==> src/rtl/iz_neuron_core.sv <==
// Izhikevich neuron integrator: advances (v,u) by one 1 ms step per request,
// sharing a single 16x16 signed multiplier over a four-cycle sequence.
module iz_neuron_core #(
  parameter logic signed [15:0] V_INIT = -16'sd1040,
  parameter logic signed [15:0] U_INIT = -16'sd208,
  parameter logic signed [15:0] V_TH   = 16'sd480
) (
  input  logic               clk,
  input  logic               reset,
  input  logic               enable,
  input  logic               step_en,
  input  logic               params_ready,
  input  logic signed [11:0] param_a,
  input  logic signed [11:0] param_b,
  input  logic signed [11:0] param_c,
  input  logic signed [11:0] param_d,
  input  logic signed [11:0] current_in,
  output logic signed [15:0] v_out,
  output logic signed [15:0] u_out,
  output logic               spike,
  output logic               step_done,
  output logic               busy
);

  typedef enum logic [2:0] {IDLE, CALC_VV, CALC_BV, CALC_AU, UPDATE} state_t;

  localparam logic signed [39:0] V_TH_X   = 40'(V_TH);
  localparam logic signed [39:0] V_OFFSET = 40'sd2240;

  function automatic logic signed [15:0] sat16(input logic signed [39:0] x);
    if (x > 40'sd32767)       return 16'sd32767;
    else if (x < -40'sd32768) return -16'sd32768;
    else                      return x[15:0];
  endfunction

  function automatic logic signed [39:0] sx16(input logic signed [15:0] x);
    return 40'(x);
  endfunction

  function automatic logic signed [39:0] sx12(input logic signed [11:0] x);
    return 40'(x);
  endfunction

  function automatic logic signed [39:0] sx32(input logic signed [31:0] x);
    return 40'(x);
  endfunction

  function automatic logic signed [15:0] sx12_16(input logic signed [11:0] x);
    return 16'(x);
  endfunction

  state_t state_q, state_d;
  logic signed [15:0] v_q, v_d, u_q, u_d;
  logic signed [31:0] p_vv_q, p_vv_d, p_bv_q, p_bv_d, p_au_q, p_au_d;
  logic spike_q, spike_d, step_done_q, step_done_d, busy_q, busy_d;
  logic pr_q, pr_d;

  logic signed [15:0] mul_x, mul_y;
  logic signed [31:0] mul_p;
  logic signed [39:0] v_x, u_x, p_vv_x, sq, bv, diff, du, vn, un;
  logic signed [15:0] un_sat, u_spk;

  // Shared multiplier operand selection and update arithmetic
  always_comb begin
    v_x    = sx16(v_q);
    u_x    = sx16(u_q);
    p_vv_x = sx32(p_vv_q);
    // 0.04 * v^2 in Q4: (v^2 * 41) >> 14, 41 = 32 + 8 + 1
    sq     = ((p_vv_x <<< 5) + (p_vv_x <<< 3) + p_vv_x) >>> 14;
    bv     = sx32(p_bv_q) >>> 8;
    diff   = bv - u_x;
    du     = sx32(p_au_q) >>> 8;
    vn     = v_x + sq + (v_x <<< 2) + v_x + V_OFFSET - u_x + sx12(current_in);
    un     = u_x + du;
    un_sat = sat16(un);
    u_spk  = sat16(sx16(un_sat) + (sx12(param_d) >>> 4));
    mul_x  = v_q;
    mul_y  = v_q;
    case (state_q)
      CALC_BV: mul_x = sx12_16(param_b);
      CALC_AU: begin
        mul_x = sx12_16(param_a);
        // (bv - u) is clamped to the 16-bit multiplier operand range
        mul_y = sat16(diff);
      end
      default: ;
    endcase
    mul_p = mul_x * mul_y;
  end

  // Next-state and register update logic
  always_comb begin
    state_d     = state_q;
    v_d         = v_q;
    u_d         = u_q;
    p_vv_d      = p_vv_q;
    p_bv_d      = p_bv_q;
    p_au_d      = p_au_q;
    spike_d     = 1'b0;
    step_done_d = 1'b0;
    busy_d      = (state_q != IDLE);
    pr_d        = params_ready;
    if (state_q != IDLE && !params_ready) begin
      // Parameters withdrawn mid-step: drop the step, keep v/u
      state_d = IDLE;
    end else begin
      case (state_q)
        IDLE: begin
          if (params_ready && !pr_q) begin
            v_d = sx12_16(param_c);
            u_d = 16'sd0;
          end else if (step_en && params_ready) begin
            state_d = CALC_VV;
          end
        end
        CALC_VV: begin
          p_vv_d  = mul_p;
          state_d = CALC_BV;
        end
        CALC_BV: begin
          p_bv_d  = mul_p;
          state_d = CALC_AU;
        end
        CALC_AU: begin
          p_au_d  = mul_p;
          state_d = UPDATE;
        end
        UPDATE: begin
          state_d     = IDLE;
          step_done_d = 1'b1;
          if (vn >= V_TH_X) begin
            v_d     = sx12_16(param_c);
            u_d     = u_spk;
            spike_d = 1'b1;
          end else begin
            v_d = sat16(vn);
            u_d = un_sat;
          end
        end
        default: state_d = IDLE;
      endcase
    end
  end

  // Control and state registers; the edge detector loads the live level in
  // reset so a params_ready already high at release is not seen as an edge
  always_ff @(posedge clk) begin
    if (reset) begin
      state_q     <= IDLE;
      v_q         <= V_INIT;
      u_q         <= U_INIT;
      spike_q     <= 1'b0;
      step_done_q <= 1'b0;
      busy_q      <= 1'b0;
      pr_q        <= params_ready;
    end else if (enable) begin
      state_q     <= state_d;
      v_q         <= v_d;
      u_q         <= u_d;
      spike_q     <= spike_d;
      step_done_q <= step_done_d;
      busy_q      <= busy_d;
      pr_q        <= pr_d;
    end
  end

  // Product registers, written only in their own sequence state
  always_ff @(posedge clk) begin
    if (enable) begin
      p_vv_q <= p_vv_d;
      p_bv_q <= p_bv_d;
      p_au_q <= p_au_d;
    end
  end

  assign v_out     = v_q;
  assign u_out     = u_q;
  assign spike     = spike_q;
  assign step_done = step_done_q;
  assign busy      = busy_q;

endmodule

==> config.mk <==
export PLATFORM = sky130hd
export DESIGN_NAME = iz_neuron_core
export DESIGN_NICKNAME = d
export VERILOG_FILES = /design/src/rtl/iz_neuron_core.sv
export SDC_FILE = /design/constraint.sdc
export NUM_CORES = 1
export LEC_CHECK = 0
export BUFFER_PORTS_ARGS = -buffer_cell sky130_fd_sc_hd__buf_2
export CAP_MARGIN = 25
export CORE_ASPECT_RATIO = 1.5
export CORE_MARGIN = 10
export CORE_UTILIZATION = 60
export DETAILED_ROUTE_END_ITERATION = 10
export PLACE_DENSITY_LB_ADDON = 0.1
export SLEW_MARGIN = 10
export SYNTH_ARGS = -nofsm -noshare
export SYNTH_HDL_FRONTEND = slang
export SYNTH_SLANG_ARGS = --single-unit
==> constraint.sdc <==
create_clock -name clk -period 11.1 [get_ports clk]
set_clock_uncertainty 0.05 [all_clocks]
set_input_delay 1.11 -clock clk [delete_from_list [all_inputs] [get_ports clk]]
set_output_delay 1.11 -clock clk [all_outputs]
set_load 0.05 [all_outputs]
* Word-level counts from Yosys, hierarchy flattened
Cells that the tools add are included.
Storage, ports and cells: bits in registers 135, logic and storage cells 80, memory bits (read-only) 0, input port bits 65, output and inout bits 35, memory bits (writable) 0, latch bits 0, memories 0
Cells by class: mux-type cells 27, equality and inequality tests 7, bitwise operators 1, magnitude comparators 9, shift operators 0, multipliers 1, div/mod/pow operators 0, reduce and logical (&&, ||, !) cells 14, add/sub/neg operators 11
Operator list (count):
- two-way mux 16 bit | 13
- one-hot mux 16 bit (2 select lines) | 3
- > comparator 25 x 16 -> 1 bit (second input constant) | 2
- < comparator 25 x 16 -> 1 bit (second input constant) | 2
- adder 38 x 32 -> 39 bit | 1
- adder 37 x 35 -> 38 bit | 1
- multiplier 16 x 16 -> 32 bit | 1
- adder 30 x 12 -> 31 bit | 1
- >= comparator 31 x 10 -> 1 bit (second input constant) | 1
- > comparator 31 x 16 -> 1 bit (second input constant) | 1
- < comparator 31 x 16 -> 1 bit (second input constant) | 1
- subtractor 29 x 16 -> 30 bit | 1
- adder 28 x 13 -> 29 bit (second input constant) | 1
- adder 27 x 16 -> 28 bit | 1
- adder 26 x 18 -> 27 bit | 1
- adder 16 x 25 -> 26 bit | 1
- adder 16 x 24 -> 25 bit | 1
- subtractor 24 x 16 -> 25 bit | 1
- adder 16 x 8 -> 17 bit | 1
- > comparator 17 x 16 -> 1 bit (second input constant) | 1
- < comparator 17 x 16 -> 1 bit (second input constant) | 1
- one-hot mux 3 bit (4 select lines) | 1
- AND reduction 3 bit | 4
- two-way mux 3 bit | 3
- other kinds (13) | 25

* Logic depth before layout (Yosys ltp)
depth in word-level cells 13, mapped depth 40

* Worst setup path before layout
OpenSTA, ideal clock, no wires.
path kind register -> register, start register u_q[15] (netlist: u_out[15]), end register p_au_q[31] (data pin), data arrival time 9.923 ns, path slack 0.858 ns, period minus slack after synthesis 10.242 ns, cell stages (with the launch flop) 37, library setup time 0.269 ns, buffers on the path 2, cell sequence dfxtp_1 -> inv_1 -> ha_1 -> clkbuf_1 -> a21o_1 -> a21o_1 -> a21o_1 -> a21oi_1 -> inv_1 -> or4_1 -> nand4_1 -> nor2_1 -> a41oi_1 -> buf_2 -> o21a_1 -> nor3_1 -> fa_1 -> inv_1 -> fa_1 -> fa_1 -> inv_1 -> fa_1 -> fa_1 -> inv_1 -> fa_1 -> inv_1 -> ha_1 -> a21o_1 -> a21oi_1 -> nor3b_1 -> o311ai_0 -> a31oi_1 -> o21ai_0 -> a2111o_1 -> a31o_2 -> a21oi_1 -> xnor2_1
On the way: longest elaborated chain between the ends 6, elaborated cells between the ends (all ways) 7, those cells by class add/sub (1); mul (1); order compare (2); mux (3)
Ends and longest elaborated chain:
- from (decl) | line 53 | logic signed [15:0] v_q, v_d, u_q, u_d;
- from (signal assigned) | line 159 | u_q <= u_d;
- subtractor 24 x 16 -> 25 bit * | line 71 | diff = bv - u_x;
- < comparator 25 x 16 -> 1 bit | line 32 | else if (x < -40'sd32768) return -16'sd32768;
- two-way mux 16 bit | line 32
- two-way mux 16 bit * | line 31 | if (x > 40'sd32767) return 16'sd32767;
- two-way mux 16 bit * | line 79 | case (state_q)
- multiplier 16 x 16 -> 32 bit * | line 88 | mul_p = mul_x * mul_y;
- named net mul_p[31] | line 59 | logic signed [31:0] mul_p;
- to (signal assigned) | line 172 | p_au_q <= p_au_d;
- to (decl) | line 54 | logic signed [31:0] p_vv_q, p_vv_d, p_bv_q, p_bv_d, p_au_q, p_au_d;
The timed path passes the listed nets; every way through them passes the cells marked *. A chain may end at the register's enable or synchronous reset.

* Worst setup path in the final report
start register u_q[0] (netlist: u_out[0]), end register p_au_q[31] (data pin)
The elaborated chain is that of the path after synthesis.

==> flow_summary.toml <==
[synthesis]
ys_types = 82
postSynth.topFlopCell = "edfxtp_1"
ys_seq_area_share_pct = 13.7
syn_area_per_cell_um2 = 9.01
synth.cell_area_um2 = 23300
synth_nets = 3236
ys_warn_count = 0
yosysTopAreaCellShare_pct = 30.1
synthCells = 2589
synth-async-reset-ratio_pct = 0
synth_edf_count = 81
synth_area_leaders = "fa_1, ha_1, edfxtp_1"
ys_ff_latch = 119
yosys.area.top_type = "fa_1"

[timing]
setup_viol_count_final = 0
worstMarginPinSlew_ns = 1.13
slew_violations = 0
fin_setup_tns_ns = 0
hold_viol_final = 0
rsz0062_at_grt = "no"
min_period_ns = 10.63
max_freq_ghz = 0.0941
slew_headroom_pct = 24.3
period_share_pct = 95.7

[clock_tree]
clkTransAtPathRegs_ns = 0.07
cts-buffers-inserted = 17
cts.htree.levels = 4
cts_tree = "done"
clkLatencyLatePin_ns = 0.45
holdBufCountCts = 0
cts-root-buf = "clkbuf_16"
clkSinkCount = 119
cts.path.max_buffers = 2
cts_resized = 0
post_cts_buffers = 0

[route]
vias = 20151
dr.pass1.iters = 6
wl_per_cell_um = 22.3
routed_wl_um = 72200
drc = 0
drtIter0Drc = 1665
ant_nets = 0
viasPerCell = 6.22

[critical_path]
path_max_fanout = 12
cp-start-kind = "flip-flop"
critPathCaptureType = "flip-flop"
critPathMaxStageDelay_ns = 0.57
cp.arrival_ns = 10.75
ff2ff_path_depth = 40
cp.required_ns = 11.22
cp_common_cell = "fa_1"
slowest_stage = "fa_1"
worst-setup-path-type = "flip-flop to flip-flop"

[cells_and_area]
area_delta_synth_final_pct = 9.80
nNetsFinal = 3381
fillerInstances = 3283
num_antenna_cells = 0
drive_gt1_share_pct = 10.0

[global_route]
grt_pass1_wl_um = 114000
grt_antenna_before_repair = 0
overflow = 0
first_global_vias = 21256
grt_use_total_pct = 30.5
grt_max_degree = 33

[placed_design]
io_buffers = 95
dp_hpwl_um = 61500
gp_congestion = 0.993

[floorplan]
die-area_um2 = 47300
core_area_um2 = 38400
ios = 100
fp.dieW_um = 181
rows = 88
start_util_pct = 60.7
die_h_um = 261

[min_path]
hold_class = "flip-flop to flip-flop"
whs_path_depth = 2

[job]
max-cap-violations = 0

[outcome]
outcome = "finished, final reports clean"
[worst paths after layout]
check                 start    endpoint  slack [ns]
setup / recovery   u_out[0]  p_au_q[31]        0.47
hold / removal    step_done   step_done        0.45
setup reg to reg   u_out[0]  p_au_q[31]        0.47
hold reg to reg   step_done   step_done        0.45
[placed cells by master (no fill, tap or decap), types with 11 or more instances in the layout]
master,n
ha_1,231
fa_1,351
o21ai_0,94
nand2b_1,17
a31oi_1,18
a21oi_1,138
and3_1,35
xnor2_1,83
mux2i_1,18
inv_1,469
a21o_1,56
nor3_1,137
or3_1,21
a21boi_0,11
nand3_1,133
buf_2,96
nor2_1,116
nand2_1,122
clkbuf_16,17
o21a_1,40
o21ai_1,14
a211oi_1,14
nand4_1,15
nor2b_1,15
o211ai_1,14
o21bai_1,19
edfxtp_1,81
dfxtp_1,38
buf_4,98
o31ai_1,13
xor2_1,38
[layout make-up]
cell class              count  area (um^2)  area share, %
multi-input cells        1928        18100           70.8
flip-flops and latches    119         3190           12.5
clock buffers              17          425           1.66
inverters                 469         1760           6.87
clock inverters            15          169          0.659
repair buffers            199         1310           5.12
well taps                 495          619           2.42
[stage by stage]
stage | cells | utilization [%] | setup WS, ns | area, um^2 | hold slack [ns]
after floorplan | 2589 | - | 0.858 | 23300 | 0.545
after detailed placement | 3208 | 65.0 | 0.308 | 25000 | 0.434
after global routing | 3242 | 66.7 | 0.0466 | 25600 | 0.495
after global placement | 3207 | 64.9 | 0.485 | 25000 | 0.413
final | 3242 | 66.7 | 0.474 | 25600 | 0.451
after CTS | 3240 | 66.5 | 0.251 | 25600 | 0.452
[layer usage]
metal / GRT usage [%] / wire length, um / share of wire, %
met5: 0 / 0 / 0
met4: 17.6 / 4800 / 6.6
met3: 3.40 / 4120 / 5.7
met2: 55.4 / 36700 / 51
met1: 34.2 / 26600 / 37
[worst max-delay path, delay by kind of cell, from the launching register on]
family	cells	cell delay, ns
fa+ha+maj	9	4.06
compound gates	15	3.58
buf+inv	10	1.12
simple gates	4	0.72
flops	1	0.41
xor+xnor	2	0.39
[logic make-up after synthesis]
group / synth area share [%]
DFF: 13.7
adders and majority gates: 42.5
xor gates and xnor gates: 4.54
and+or+nand+nor: 14.0
buffers and inverters: 8.84
AOI/OAI and AO/OA: 15.5
muxes: 0.917
[cells in the mapped netlist (19+ instances only)]
library cell	n
and3_1	35
dfxtp_1	38
edfxtp_1	81
xnor2_1	83
clkbuf_1	50
nand2_1	122
a21o_1	56
a21oi_1	139
nand3_1	133
xor2_1	38
inv_1	469
fa_1	351
nor3_1	139
o21a_1	40
o21bai_1	19
ha_1	231
or3_1	21
o21ai_0	95
nor2_1	116
[flip-flops by register name, indices dropped and copies added (netlist names)]
register / count
p_bv_q: 24
pr_q: 1
v_out: 16
u_out: 16
state_q: 3
spike: 1
p_au_q: 24
busy: 1
p_vv_q: 32
step_done: 1
Power is not shown: default switching activity piles up to over one toggle a cycle in this logic, so the estimate is an artifact.
